File: config.mk
export PLATFORM = sky130hd
export DESIGN_NAME = maxpool2x2_stream
export DESIGN_NICKNAME = d
export VERILOG_FILES = /design/src/rtl/yolo_pool_pkg.sv /design/src/rtl/pool_max_ch.sv /design/src/rtl/maxpool2x2_stream.sv
export SDC_FILE = /design/constraint.sdc
export NUM_CORES = 1
export LEC_CHECK = 0
export CAP_MARGIN = 5
export CELL_PAD_IN_SITES_DETAIL_PLACEMENT = 2
export CELL_PAD_IN_SITES_GLOBAL_PLACEMENT = 2
export CORE_ASPECT_RATIO = 0.7
export CORE_MARGIN = 8
export CORE_UTILIZATION = 25
export DETAILED_ROUTE_END_ITERATION = 10
export PLACE_DENSITY_LB_ADDON = 0.1
export SYNTH_ARGS = -nofsm -noshare
export SYNTH_HDL_FRONTEND = slang
export SYNTH_SLANG_ARGS = --single-unit
File: constraint.sdc
create_clock -name clk -period 4.8 [get_ports clk]
set_clock_uncertainty 0.2 [all_clocks]
set_input_delay 0.48 -clock clk [delete_from_list [all_inputs] [get_ports clk]]
set_output_delay 0.48 -clock clk [all_outputs]
set_load 0.01 [all_outputs]
File: src/rtl/yolo_pool_pkg.sv
// Shared helpers for the pooling stages: the max compare and the line-buffer depth.
// Signedness of every compare is chosen by MAXPOOL_SIGNED_EN (unsigned when undefined).
package yolo_pool_pkg;

    // Compares run on a fixed wide word; callers sign- or zero-extend their samples.
    localparam int MAX_W     = 32;
    localparam int DEF_IMG_W = 16;
    localparam int LB_DEPTH  = DEF_IMG_W / 2;

    function automatic logic [MAX_W-1:0] pool_max(input logic [MAX_W-1:0] a,
                                                 input logic [MAX_W-1:0] b);
`ifdef MAXPOOL_SIGNED_EN
        return ($signed(a) >= $signed(b)) ? a : b;
`else
        return (a >= b) ? a : b;
`endif
    endfunction

endpackage

File: src/rtl/pool_max_ch.sv
// Per-channel max of two packed CH*DATA_W vectors (MAXPOOL_SIGNED_EN selects signed compare).
// Latency: combinational.
// Backpressure: none, pure function of its inputs.
module pool_max_ch
    import yolo_pool_pkg::*;
#(
    parameter int DATA_W = 8,
    parameter int CH     = 4
) (
    input  logic [CH*DATA_W-1:0] a,
    input  logic [CH*DATA_W-1:0] b,
    output logic [CH*DATA_W-1:0] y
);

    for (genvar c = 0; c < CH; c++) begin : g_ch
        logic [MAX_W-1:0] ea;
        logic [MAX_W-1:0] eb;
`ifdef MAXPOOL_SIGNED_EN
        assign ea = MAX_W'($signed(a[c*DATA_W +: DATA_W]));
        assign eb = MAX_W'($signed(b[c*DATA_W +: DATA_W]));
`else
        assign ea = MAX_W'(a[c*DATA_W +: DATA_W]);
        assign eb = MAX_W'(b[c*DATA_W +: DATA_W]);
`endif
        assign y[c*DATA_W +: DATA_W] = DATA_W'(pool_max(ea, eb));
    end

endmodule

File: src/rtl/maxpool2x2_stream.sv
// Streaming 2x2 stride-2 max-pool over raster pixels; MAXPOOL_SIGNED_EN makes compares signed.
// Latency: out_valid rises one cycle after the bottom-right pixel of a window is accepted.
// Backpressure: only window-completing beats stall, and only while a held result is unread.
module maxpool2x2_stream
    import yolo_pool_pkg::*;
#(
    parameter int DATA_W = 8,
    parameter int CH     = 4,
    parameter int IMG_W  = 2 * LB_DEPTH,
    parameter int IMG_H  = 16
) (
    input  logic                 clk,
    input  logic                 rst_n,
    input  logic                 clear,
    input  logic                 in_valid,
    output logic                 in_ready,
    input  logic [CH*DATA_W-1:0] in_data,
    output logic                 out_valid,
    input  logic                 out_ready,
    output logic [CH*DATA_W-1:0] out_data,
    output logic                 out_last
);

    localparam int DW    = CH * DATA_W;
    localparam int DEPTH = IMG_W / 2;
    localparam int CW    = $clog2(IMG_W);
    localparam int RW    = $clog2(IMG_H);
    localparam int AW    = (DEPTH > 1) ? $clog2(DEPTH) : 1;

    logic [CW-1:0] col;
    logic [RW-1:0] row;
    logic [DW-1:0] hreg;
    logic [DW-1:0] pair;
    logic [DW-1:0] pooled;
    logic [DW-1:0] lb_rd;
    logic [DW-1:0] linebuf [DEPTH];
    logic [AW-1:0] lb_idx;
    logic          win_beat;
    logic          col_last;
    logic          row_last;
    logic          accept;

    assign lb_idx   = AW'(col >> 1);
    assign lb_rd    = linebuf[lb_idx];
    assign win_beat = row[0] & col[0];
    assign col_last = (col == CW'(IMG_W - 1));
    assign row_last = (row == RW'(IMG_H - 1));
    assign in_ready = !win_beat || !out_valid || out_ready;
    assign accept   = in_valid && in_ready && !clear;

    pool_max_ch #(.DATA_W(DATA_W), .CH(CH)) u_hmax (
        .a (hreg),
        .b (in_data),
        .y (pair)
    );

    pool_max_ch #(.DATA_W(DATA_W), .CH(CH)) u_vmax (
        .a (lb_rd),
        .b (pair),
        .y (pooled)
    );

    // Contents are always written on an even row before an odd row reads them.
    always_ff @(posedge clk) begin
        if (accept && col[0] && !row[0]) begin
            linebuf[lb_idx] <= pair;
        end
    end

    always_ff @(posedge clk or negedge rst_n) begin
        if (!rst_n) begin
            col       <= '0;
            row       <= '0;
            hreg      <= '0;
            out_valid <= 1'b0;
            out_data  <= '0;
            out_last  <= 1'b0;
        end else if (clear) begin
            col       <= '0;
            row       <= '0;
            out_valid <= 1'b0;
            out_last  <= 1'b0;
        end else begin
            if (out_valid && out_ready) begin
                out_valid <= 1'b0;
            end
            if (accept) begin
                if (col_last) begin
                    col <= '0;
                    row <= row_last ? '0 : row + 1'b1;
                end else begin
                    col <= col + 1'b1;
                end
                if (!col[0]) begin
                    hreg <= in_data;
                end
                if (win_beat) begin
                    out_data  <= pooled;
                    out_valid <= 1'b1;
                    out_last  <= row_last && col_last;
                end
            end
        end
    end

endmodule

==> impl_metrics.xml <==
<?xml version="1.0" encoding="UTF-8"?>
<metrics>
  <group name="status">
    <metric name="run_status" unit="">completed</metric>
  </group>
  <group name="synth">
    <metric name="top_cells_by_instance_count_after_synthesis" unit="">edfxtp_1, mux2i_1, dfrtp_1, inv_1, ha_1</metric>
    <metric name="synth-seq-cells" unit="">330</metric>
    <metric name="ys_async_sr_fraction" unit="%">22.4</metric>
    <metric name="netlist_top_cells_area" unit="">edfxtp_1, dfrtp_1, ha_1</metric>
    <metric name="yosys.area.top_type_share" unit="%">51.3</metric>
    <metric name="yosysWarnings" unit="">0</metric>
    <metric name="synth_seq_area_share" unit="%">63.6</metric>
    <metric name="synth_fp_nets" unit="">1151</metric>
    <metric name="synthMostInstantiatedCell" unit="">edfxtp_1</metric>
    <metric name="synth_ff_type" unit="">edfxtp_1</metric>
    <metric name="number_of_flops_mapped_to_enable_cells_by_yosys" unit="">256</metric>
    <metric name="yosys.area.top_type" unit="">edfxtp_1</metric>
    <metric name="syn_avg_cell_area" unit="um^2">14.3</metric>
    <metric name="synth_area" unit="um^2">15000</metric>
    <metric name="synth.distinct_cells" unit="">67</metric>
    <metric name="cell_count_after_synthesis" unit="">1048</metric>
  </group>
  <group name="global_routing">
    <metric name="gr-usage-all-layers" unit="%">13.7</metric>
    <metric name="grt_pass1_wl" unit="mm">70.5</metric>
    <metric name="first_global_vias" unit="">10400</metric>
    <metric name="grt_max_degree" unit="">46</metric>
    <metric name="grt_antenna_before_repair" unit="">0</metric>
    <metric name="grt.overflow.total" unit="">0</metric>
  </group>
  <group name="placed_design">
    <metric name="place_hpwl" unit="mm">31.4</metric>
    <metric name="place_ws" unit="ps">182</metric>
    <metric name="placedCellCount" unit="">1939</metric>
    <metric name="placement.io_buffers" unit="">71</metric>
    <metric name="final_gp_congestion" unit="">0.717</metric>
  </group>
  <group name="final_layout">
    <metric name="fraction_of_layout_instances_using_a_drive_strength_above_1" unit="%">17.1</metric>
    <metric name="area_delta_synth_final" unit="%">22.4</metric>
    <metric name="final_net_count" unit="">1276</metric>
    <metric name="insertedDiodeCount" unit="">0</metric>
    <metric name="instances_no_fill" unit="">2008</metric>
    <metric name="layout.filler_cells" unit="">6157</metric>
  </group>
  <group name="die">
    <metric name="floorplan.initialDensity" unit="%">25.2</metric>
    <metric name="die-width" unit="um">309</metric>
    <metric name="core_region_area" unit="um^2">59600</metric>
    <metric name="design.portCount" unit="">72</metric>
    <metric name="placement_rows" unit="">75</metric>
    <metric name="die_area" unit="um^2">68200</metric>
    <metric name="die_h" unit="um">221</metric>
  </group>
  <group name="cts">
    <metric name="clock_tree_from_tritoncts" unit="">yes</metric>
    <metric name="post-cts-setup-buffers" unit="">0</metric>
    <metric name="cts-buffers-inserted" unit="">39</metric>
    <metric name="root_cell_of_the_clock_tree" unit="">clkbuf_16</metric>
    <metric name="clkSinkCount" unit="">330</metric>
    <metric name="cts-htree-levels" unit="">2</metric>
    <metric name="cts_max_path_bufs" unit="">3</metric>
    <metric name="clkSlewWorstSetupHoldPaths" unit="ps">60</metric>
    <metric name="post_cts_resized" unit="">0</metric>
    <metric name="clock_latency" unit="ps">530</metric>
    <metric name="cts-hold-fix-buffers" unit="">1</metric>
  </group>
  <group name="critical_path">
    <metric name="critPathRequiredTime" unit="ps">5040</metric>
    <metric name="crit_path_max_incr_delay" unit="ps">450</metric>
    <metric name="worstSetupStartpointType" unit="">primary input</metric>
    <metric name="category_of_the_critical_setup_timing_path" unit="">primary input to flip-flop</metric>
    <metric name="reg_to_reg_start" unit="">hreg[0]</metric>
    <metric name="reg2reg_depth" unit="">13</metric>
    <metric name="cp_cell_sequence" unit="">clkdlybuf4s50_1 -&gt; ha_1 -&gt; nand2b_1 -&gt; a2111oi_2 -&gt; o221ai_2 -&gt; buf_4 -&gt; mux2i_1 -&gt; ha_1 -&gt; a21o_1 -&gt; a21o_1 -&gt; a221o_1 -&gt; or2_0 -&gt; o211ai_1</metric>
    <metric name="crit_path_max_fanout" unit="">6</metric>
    <metric name="worst_setup_path_startpoint" unit="">in_data[0]</metric>
    <metric name="end_kind" unit="">flip-flop</metric>
    <metric name="cp.arrival" unit="ps">4300</metric>
    <metric name="cp_slowest_cell" unit="">clkdlybuf4s50_1</metric>
  </group>
  <group name="drt">
    <metric name="drtAntennaViolNets" unit="">0</metric>
    <metric name="drt_iter0_markers" unit="">397</metric>
    <metric name="drt-wirelength-per-cell" unit="um">23.3</metric>
    <metric name="via_per_inst" unit="">4.64</metric>
    <metric name="route.vias.total" unit="">9325</metric>
    <metric name="wl" unit="mm">46.9</metric>
    <metric name="remaining_drc_errors" unit="">0</metric>
    <metric name="drt_pre_antenna_iters" unit="">4</metric>
  </group>
  <group name="sta">
    <metric name="setup_total_negative_slack" unit="ps">0</metric>
    <metric name="setup_ws" unit="ps">737</metric>
    <metric name="timing.slew.headroom" unit="%">36.2</metric>
    <metric name="slew_viol_final" unit="">0</metric>
    <metric name="setup_viol_count_final" unit="">0</metric>
    <metric name="worst_slew_pin_slew" unit="ps">956</metric>
    <metric name="max_freq" unit="MHz">246</metric>
    <metric name="finalHoldViolations" unit="">0</metric>
    <metric name="layout_worst_path_cycle_share" unit="%">84.6</metric>
    <metric name="finalCriticalPeriod" unit="ps">4060</metric>
    <metric name="unrepaired_setup_endpoints_after_global_routing" unit="">false</metric>
  </group>
  <group name="power">
    <metric name="reported_leakage_power" unit="nW">6.53</metric>
    <metric name="peakVddDrop" unit="mV">0.283</metric>
    <metric name="power_density" unit="nW/um^2">401</metric>
  </group>
  <group name="min_path">
    <metric name="worst_hold_path.num_cells" unit="">2</metric>
    <metric name="worst_hold_startpoint" unit="">out_data[18]</metric>
    <metric name="hold_path.class" unit="">flip-flop to flip-flop</metric>
  </group>
  <group name="job">
    <metric name="max_cap_viols" unit="">0</metric>
  </group>
</metrics>
[cell type report]
type | instances | area [um^2] | share of cell area (%)
inverter | 72 | 270 | 1.47
clock buffer | 48 | 1030 | 5.61
multi-input combinational | 597 | 4990 | 27.2
sequential | 330 | 9550 | 52.0
tap | 808 | 1010 | 5.51
clock inverter | 20 | 243 | 1.32
timing repair buffer | 133 | 1260 | 6.89
[stage by stage]
| stage | power [mW] | hold WS, ps | util (%) | area, um^2 |
|---|---|---|---|---|
| 2_1_floorplan | 4.01 | -15.6 | - | 15000 |
| 3_3_place_gp | 4.42 | 310 | 28.6 | 17100 |
| 3_5_place_dp | 4.44 | 311 | 28.6 | 17100 |
| 4_1_cts | 7.52 | 325 | 30.8 | 18400 |
| 5_1_grt | 7.73 | 363 | 30.8 | 18400 |
| 6_report | 7.37 | 307 | 30.8 | 18400 |
[final timing paths]
check,to,slack (ps)
worst max-delay path,out_data[1],740
worst min-delay path,out_data[18],310
worst max register to register,out_data[1],760
worst min register to register,out_data[18],310
max in group asynchronous,hreg[10],3090
min in group asynchronous,hreg[27],360
[report_power, final]
part / internal, mW / switching [mW] / total [mW]
sequential: 3.29 / 0.0547 / 3.34
combinational: 0.396 / 0.620 / 1.02
clock: 1.80 / 1.21 / 3.01
[routing by layer]
layer  GRT usage (%)  wire [um]  up-vias
met5               0          0        -
li1                -          -     4301
met1            19.8      23700     4877
met3            2.07       1220       54
met2            21.5      21200       93
met4            2.76        784        0
[worst max-delay path, delay by kind of cell]
family / cells / cell delay [ps]
fa+ha+maj: 2 / 600
compound gates: 6 / 1760
mux: 1 / 230
simple gates: 2 / 570
buf+inv: 2 / 680
[cell usage in the layout, fill, tap and decap left out, drive strengths merged, types with 28 or more instances in the layout]
cell type,count
buf,62
edfxtp,256
mux2,44
ha,66
nand3,28
inv,73
nor2,52
o21ai,37
a21oi,31
nand2,39
mux2i,81
clkdlybuf4s50,70
dfrtp,74
clkbuf,48
[logic make-up (layout without fill, tap and decap cells)]
group                    count (synthesis)  in the layout  share of synthesized area [%]
flip-flops                             330            330                           63.6
AO/OA/AOI/OAI                          201            201                           9.71
AND/OR/NAND/NOR                        188            188                           6.41
multiplexers                           140            140                           11.0
buffers and inverters                  121            273                           3.61
adder cells (fa/ha/maj)                 66             66                           5.51
XOR/XNOR                                 2              2                          0.117
[flip-flops by register name (all words and copies together), names as in the netlist]
name / count
out_data: 32
col: 4
row: 4
hreg: 32
out_last: 1
linebuf: 256
out_valid: 1
No activity file was read; power rests on OpenSTA's default activity.
